===== src/rtl/fp_acc_pkg.sv =====
`default_nettype none
// +----------------------------------------------------------------------------+
// | fp_acc_pkg                                                                 |
// | Shared types and helpers for the single-precision dot-product accumulator. |
// | Revision: 1.0                                                              |
// +----------------------------------------------------------------------------+
package fp_acc_pkg;

  localparam int EXP_W    = 8;
  localparam int MANT_W   = 23;
  localparam int EXP_BIAS = 127;
  localparam logic [EXP_W-1:0] EXP_SPECIAL = 8'hFF;

  typedef enum logic [2:0] {
    IDLE  = 3'd0,
    ALIGN = 3'd1,
    ADD   = 3'd2,
    NORM  = 3'd3,
    OUT   = 3'd4
  } state_t;

  typedef struct packed {
    logic             sign;
    logic [EXP_W-1:0] exp;
    logic [MANT_W:0]  mant;
  } fp_op_t;

  // Zero exponent flushes the fraction; a special keeps only its hidden bit.
  function automatic fp_op_t fp_unpack(input logic [31:0] v);
    fp_op_t op;
    op.sign = v[31];
    op.exp  = v[30:23];
    if (op.exp == '0) begin
      op.mant = '0;
    end else if (op.exp == EXP_SPECIAL) begin
      op.mant = {1'b1, {MANT_W{1'b0}}};
    end else begin
      op.mant = {1'b1, v[22:0]};
    end
    return op;
  endfunction

endpackage
`default_nettype wire


===== src/rtl/fp_lzc25.sv =====
`default_nettype none
// +----------------------------------------------------------------------------+
// | fp_lzc25                                                                   |
// | Combinational 25-bit leading-zero counter (returns 25 for an all-zero in). |
// | Revision: 1.0                                                              |
// +----------------------------------------------------------------------------+
module fp_lzc25 (
  input  logic [24:0] value,
  output logic [4:0]  count
);

  // Ascending scan: the highest set bit is written last and wins.
  always_comb begin
    count = 5'd25;
    for (int i = 0; i < 25; i++) begin
      if (value[i]) begin
        count = 5'(24 - i);
      end
    end
  end

endmodule
`default_nettype wire


===== src/rtl/fp_dot_accumulator.sv =====
`default_nettype none
// +----------------------------------------------------------------------------+
// | fp_dot_accumulator                                                         |
// | Multi-cycle FP32 adder reducing a product stream to one sum per vector.    |
// | Revision: 1.0                                                              |
// +----------------------------------------------------------------------------+
module fp_dot_accumulator
  import fp_acc_pkg::*;
#(
  parameter int CNT_W     = 16,
  parameter int SHIFT_SAT = 26
) (
  input  logic             clk,
  input  logic             rst_n,
  input  logic             in_valid,
  output logic             in_ready,
  input  logic [31:0]      in_data,
  input  logic             in_last,
  output logic             out_valid,
  input  logic             out_ready,
  output logic [31:0]      out_sum,
  output logic [CNT_W-1:0] out_count
);

  localparam logic [EXP_W-1:0] SHIFT_SAT_C = EXP_W'(SHIFT_SAT);

  state_t             state_q, state_d;
  logic [31:0]        acc_q, acc_d;
  logic [CNT_W-1:0]   count_q, count_d;
  logic               special_q, special_d;
  logic               special_sign_q, special_sign_d;
  logic [31:0]        x_q, x_d;
  logic               last_q, last_d;
  logic               a_sign_q, a_sign_d;
  logic [EXP_W-1:0]   a_exp_q, a_exp_d;
  logic [24:0]        a_mant_q, a_mant_d;
  logic [24:0]        b_mant_q, b_mant_d;
  logic               sub_q, sub_d;
  logic [25:0]        sum_q, sum_d;
  logic               in_ready_q, in_ready_d;
  logic               out_valid_q, out_valid_d;
  logic [31:0]        out_sum_q, out_sum_d;
  logic [CNT_W-1:0]   out_count_q, out_count_d;

  fp_op_t             op_acc, op_x, op_a, op_b;
  logic [EXP_W-1:0]   exp_diff;
  logic [24:0]        b_shift;

  logic [4:0]         lzc_count;
  logic [24:0]        norm_shift;
  logic [23:0]        norm_mant;
  logic               norm_guard;
  logic [9:0]         norm_exp;
  logic [24:0]        round_sum;
  logic [9:0]         final_exp;
  logic [22:0]        final_frac;
  logic [31:0]        norm_result;

  // Larger magnitude becomes A so the subtraction never goes negative.
  always_comb begin
    op_acc = fp_unpack(acc_q);
    op_x   = fp_unpack(x_q);
    if ({op_acc.exp, op_acc.mant} >= {op_x.exp, op_x.mant}) begin
      op_a = op_acc;
      op_b = op_x;
    end else begin
      op_a = op_x;
      op_b = op_acc;
    end
    exp_diff = op_a.exp - op_b.exp;
    b_shift  = (exp_diff >= SHIFT_SAT_C) ? 25'd0 : ({op_b.mant, 1'b0} >> exp_diff);
  end

  fp_lzc25 u_lzc (
    .value (sum_q[24:0]),
    .count (lzc_count)
  );

  always_comb begin
    norm_shift = sum_q[24:0] << lzc_count;
    if (sum_q[25]) begin
      norm_mant  = sum_q[25:2];
      norm_guard = sum_q[1];
      norm_exp   = {2'b00, a_exp_q} + 10'd1;
    end else begin
      norm_mant  = norm_shift[24:1];
      norm_guard = norm_shift[0];
      norm_exp   = {2'b00, a_exp_q} - {5'd0, lzc_count};
    end
    round_sum  = {1'b0, norm_mant} + {24'd0, norm_guard};
    final_exp  = norm_exp + {9'd0, round_sum[24]};
    final_frac = round_sum[24] ? round_sum[23:1] : round_sum[22:0];

    if (special_q) begin
      norm_result = {special_sign_q, EXP_SPECIAL, {MANT_W{1'b0}}};
    end else if (sum_q == '0 || final_exp[9] || final_exp == '0) begin
      norm_result = 32'h0000_0000;
    end else if (final_exp >= 10'd255) begin
      norm_result = {a_sign_q, EXP_SPECIAL, {MANT_W{1'b0}}};
    end else begin
      norm_result = {a_sign_q, final_exp[7:0], final_frac};
    end
  end

  always_comb begin
    state_d        = state_q;
    acc_d          = acc_q;
    count_d        = count_q;
    special_d      = special_q;
    special_sign_d = special_sign_q;
    x_d            = x_q;
    last_d         = last_q;
    a_sign_d       = a_sign_q;
    a_exp_d        = a_exp_q;
    a_mant_d       = a_mant_q;
    b_mant_d       = b_mant_q;
    sub_d          = sub_q;
    sum_d          = sum_q;
    out_valid_d    = out_valid_q;
    out_sum_d      = out_sum_q;
    out_count_d    = out_count_q;

    case (state_q)
      IDLE: begin
        if (in_valid && in_ready_q) begin
          x_d     = in_data;
          last_d  = in_last;
          count_d = (count_q == {CNT_W{1'b1}}) ? count_q : count_q + 1'b1;
          if (in_data[30:23] == EXP_SPECIAL && !special_q) begin
            special_d      = 1'b1;
            special_sign_d = in_data[31];
          end
          state_d = ALIGN;
        end
      end
      ALIGN: begin
        a_sign_d = op_a.sign;
        a_exp_d  = op_a.exp;
        a_mant_d = {op_a.mant, 1'b0};
        b_mant_d = b_shift;
        sub_d    = op_a.sign ^ op_b.sign;
        state_d  = ADD;
      end
      ADD: begin
        sum_d   = sub_q ? ({1'b0, a_mant_q} - {1'b0, b_mant_q})
                        : ({1'b0, a_mant_q} + {1'b0, b_mant_q});
        state_d = NORM;
      end
      NORM: begin
        acc_d = norm_result;
        if (last_q) begin
          out_valid_d = 1'b1;
          out_sum_d   = norm_result;
          out_count_d = count_q;
          state_d     = OUT;
        end else begin
          state_d = IDLE;
        end
      end
      OUT: begin
        if (out_ready) begin
          out_valid_d    = 1'b0;
          acc_d          = 32'h0000_0000;
          count_d        = '0;
          special_d      = 1'b0;
          special_sign_d = 1'b0;
          state_d        = IDLE;
        end
      end
      default: state_d = IDLE;
    endcase

    in_ready_d = (state_d == IDLE);
  end

  always_ff @(posedge clk or negedge rst_n) begin
    if (!rst_n) begin
      state_q        <= IDLE;
      acc_q          <= '0;
      count_q        <= '0;
      special_q      <= 1'b0;
      special_sign_q <= 1'b0;
      x_q            <= '0;
      last_q         <= 1'b0;
      a_sign_q       <= 1'b0;
      a_exp_q        <= '0;
      a_mant_q       <= '0;
      b_mant_q       <= '0;
      sub_q          <= 1'b0;
      sum_q          <= '0;
      in_ready_q     <= 1'b0;
      out_valid_q    <= 1'b0;
      out_sum_q      <= '0;
      out_count_q    <= '0;
    end else begin
      state_q        <= state_d;
      acc_q          <= acc_d;
      count_q        <= count_d;
      special_q      <= special_d;
      special_sign_q <= special_sign_d;
      x_q            <= x_d;
      last_q         <= last_d;
      a_sign_q       <= a_sign_d;
      a_exp_q        <= a_exp_d;
      a_mant_q       <= a_mant_d;
      b_mant_q       <= b_mant_d;
      sub_q          <= sub_d;
      sum_q          <= sum_d;
      in_ready_q     <= in_ready_d;
      out_valid_q    <= out_valid_d;
      out_sum_q      <= out_sum_d;
      out_count_q    <= out_count_d;
    end
  end

  assign in_ready  = in_ready_q;
  assign out_valid = out_valid_q;
  assign out_sum   = out_sum_q;
  assign out_count = out_count_q;

endmodule
`default_nettype wire

===== config.mk =====
export PLATFORM = sky130hd
export DESIGN_NAME = fp_dot_accumulator
export DESIGN_NICKNAME = d
export VERILOG_FILES = /design/src/rtl/fp_acc_pkg.sv /design/src/rtl/fp_lzc25.sv /design/src/rtl/fp_dot_accumulator.sv
export SDC_FILE = /design/constraint.sdc
export NUM_CORES = 1
export LEC_CHECK = 0
export BUFFER_PORTS_ARGS = -buffer_cell sky130_fd_sc_hd__buf_2
export CAP_MARGIN = 20
export CORE_MARGIN = 1.5
export CORE_UTILIZATION = 40
export CTS_BUF_LIST = sky130_fd_sc_hd__clkbuf_4
export DETAILED_ROUTE_END_ITERATION = 8
export HOLD_SLACK_MARGIN = 0.15
export PLACE_DENSITY_LB_ADDON = 0.2
export SETUP_SLACK_MARGIN = 0.02
export SLEW_MARGIN = 15
export SYNTH_ARGS = -nofsm -noshare
export SYNTH_HDL_FRONTEND = slang
export SYNTH_SLANG_ARGS = --single-unit

===== constraint.sdc =====
create_clock -name clk -period 6.5 [get_ports clk]
set_input_delay 0.325 -clock clk [delete_from_list [all_inputs] [get_ports clk]]
set_output_delay 0.325 -clock clk [all_outputs]
set_load 0.02 [all_outputs]

==> run metrics <==
layout cell share with drive strength beyond 1 19.7%; crit path DAT 6.89 ns; Initial Util 40.4%; Worst setup EP type register; clock skew 0.0756 ns; Finished Core Util 47.4%; RSZ-0062 raised after global routing false; router iterations before antenna repair 5; Routed Antenna Nets 0; wire per inst 20.7 um; Post-Syn Area 17800 um2; synth warn 0; Clock Latency Late Sink 0.81 ns; Layout fillers 4393; htree depth 2; final setup vio count 0; CTS tree built; First DRT Iteration DRCs 1406; Post-Route WL 62.5 mm; Hold Crit Class in -> async; Post-synth EDFFs 0; core box area 44000 um2; Final min period 6.18 ns; FMAX 162 MHz; dpl cells 2854; ys flop type dfrtp_1; hpwl dp 48.3 mm; Synth-to-Final Area Change 17.4%; Root Buffer clkbuf_4; PortBufs 86; crit-path max FO 7; clock tree buffer depth 3; die width 214 um; vias in the first global route 16300; die area 45700 um2; status complete, no violations; Hold Slack 0.179 ns; non-filler instance count after layout 3015; Die Span Y 214 um; flops & latches, synth 221; Max-Cap Viols 0; syn nets 2319; largest net degree at the start of global routing 123; post-route setup TNS 0 ns; Worst R2R Start sum_q[9]; Tcrit/Tclk final 95.1%; Mapped Cells 2187; Register-to-Register Path Depth 26; sequential area share after synthesis 31.1%; # nets final 2513; total track usage 27.2%; grt total ovfl 0; Num CTS Buffers 58; Final Hold Viols 0; initial antenna violation count 1; total I/O pin count 87; library cells used by synthesis 105; Clock Sinks 221; fin. max-slew vios 0; required time of the critical path 7.21 ns; synthesized area per cell 8.13 um2; first-pass GRT wire length 95.7 mm; RePlAce Congestion 0.950; Critical Setup Path Class reg -> reg; Slew @ Worst Pin 1.03 ns; Vias per Instance 5.76; Max-slew headroom 31.2%; Setup crit start sum_q[9]; Clock transition at path regs 0.07 ns; FP Rows 77; ys async rst share 100%; via count 17400; DRC viols 0; Critical Path Source Type register
synthesized netlist by cell type, types with 35 or more instances:
cell | number | area (um2)
mux2_2 | 55 | 619
clkbuf_1 | 107 | 402
nand3_1 | 56 | 280
xor2_1 | 35 | 307
dfrtp_1 | 221 | 5530
nand2_1 | 347 | 1300
nor2_1 | 172 | 646
mux2i_1 | 72 | 721
a21oi_1 | 129 | 646
inv_1 | 111 | 417
ha_1 | 92 | 1150
nor3_1 | 35 | 175
o21ai_0 | 136 | 681
kinds of logic (layout without fill, tap and decap cells):
kind of cell | Yosys count | in the layout | share of synthesized area [%]
AND/OR/NAND/NOR | 800 | 800 | 21.1
AO/OA/AOI/OAI | 609 | 609 | 23.0
buffers and inverters | 257 | 492 | 5.93
flip-flops | 221 | 221 | 31.1
multiplexers | 136 | 136 | 8.59
adder cells (fa/ha/maj) | 95 | 95 | 6.82
XOR/XNOR | 69 | 69 | 3.40
other | 0 | 1 | 0
cell type report:
| class | count | area [um2] | share of cell area, % |
|---|---|---|---|
| Multi-Input combinational cell | 1709 | 11400 | 54.9 |
| Sequential cell | 221 | 5530 | 26.5 |
| Timing Repair Buffer | 275 | 1990 | 9.52 |
| Tap cell | 592 | 741 | 3.55 |
| Clock buffer | 77 | 578 | 2.77 |
| Inverter | 116 | 443 | 2.12 |
| Clock inverter | 24 | 138 | 0.659 |
| Antenna cell | 1 | 2.50 | 0.0120 |
layer usage:
metal	wire, um	track usage (%)	vias up	share of wire [%]
met5	0	0	-	0
met4	1760	8.81	0	2.8
met3	3190	3.40	109	5.1
met2	28800	43.1	569	46
met1	28700	38.3	8382	46
li1	-	-	8307	-
flip-flops by register name, summed over array words and instances (netlist names), 3 cells and up:
register / flops
out_count: 16
a_exp_q: 8
acc_q: 32
state_q: 3
x_q: 32
a_mant_q: 24
out_sum: 32
sum_q: 26
b_mant_q: 25
count_q: 16
critical path, stage by stage (launching register included):
cell and delay (ns):
dfrtp_2 0.44, a2111oi_4 0.37, or3b_4 0.45, o211ai_4 0.31
clkinv_4 0.16, buf_4 0.17, buf_4 0.12, buf_4 0.12
mux2i_1 0.14, o22a_1 0.22, a32oi_2 0.29, nand3_2 0.15
nor4_4 0.24, and4_4 0.30, nor2b_2 0.15, ha_2 0.22
ha_4 0.14, nand2_1 0.06, a2111o_1 0.39, nor4b_4 0.28
mux2_4 0.22, buf_4 0.12, o311a_4 0.23, and3_1 0.18
nand2_1 0.16, or3_1 0.41, nand3_1 0.09
cell usage in the layout, fill, tap and decap left out, drive strengths merged, types with 19 or more instances in the layout:
master / netlist / final
nor3: 36 / 36
clkbuf: 107 / 77
a31oi: 28 / 28
dfrtp: 221 / 221
nand3: 59 / 59
dlygate4sd3: 0 / 35
o22ai: 19 / 19
xnor2: 34 / 34
nand2: 348 / 348
a21oi: 130 / 130
ha: 92 / 92
nor2b: 21 / 21
nor2: 172 / 172
mux2i: 73 / 73
nand4: 23 / 23
a211oi: 24 / 24
buf: 34 / 240
inv: 115 / 117
xor2: 35 / 35
nand2b: 23 / 23
mux2: 56 / 56
o21ai: 164 / 164
o211ai: 32 / 32
clkinv: 1 / 22
nor4: 20 / 20
metrics by stage:
step                      worst slack (ns)  instance area, um2
after floorplan                      0.178               17800
after global placement              -0.187               19300
after detailed placement            -0.318               19300
after CTS                           0.0675               20500
after global routing               0.00180               20900
final                                0.316               20900
worst paths after layout:
path                            endpoint  slack [ns]
max reg2reg                     acc_q[0]        0.32
min in group clk                 x_q[30]        0.27
max in group asynchronous       sum_q[9]        4.99
min                        out_count[15]        0.18
min reg2reg                 out_count[3]        0.47
max                             acc_q[0]        0.32
timing repair:
| item | CTS | global route |
|---|---|---|
| resized for setup | 6 | 54 |
| cloned | 0 | 0 |
| hold buffers | 35 | 0 |
| pin swaps | 1 | 18 |
| setup buffers | 2 | 22 |
| hold endpoints to repair | 167 | 0 |
| setup endpoints to repair | 36 | 76 |
Power is not shown: default switching activity piles up to over one toggle a cycle in this logic, so the estimate is an artifact.
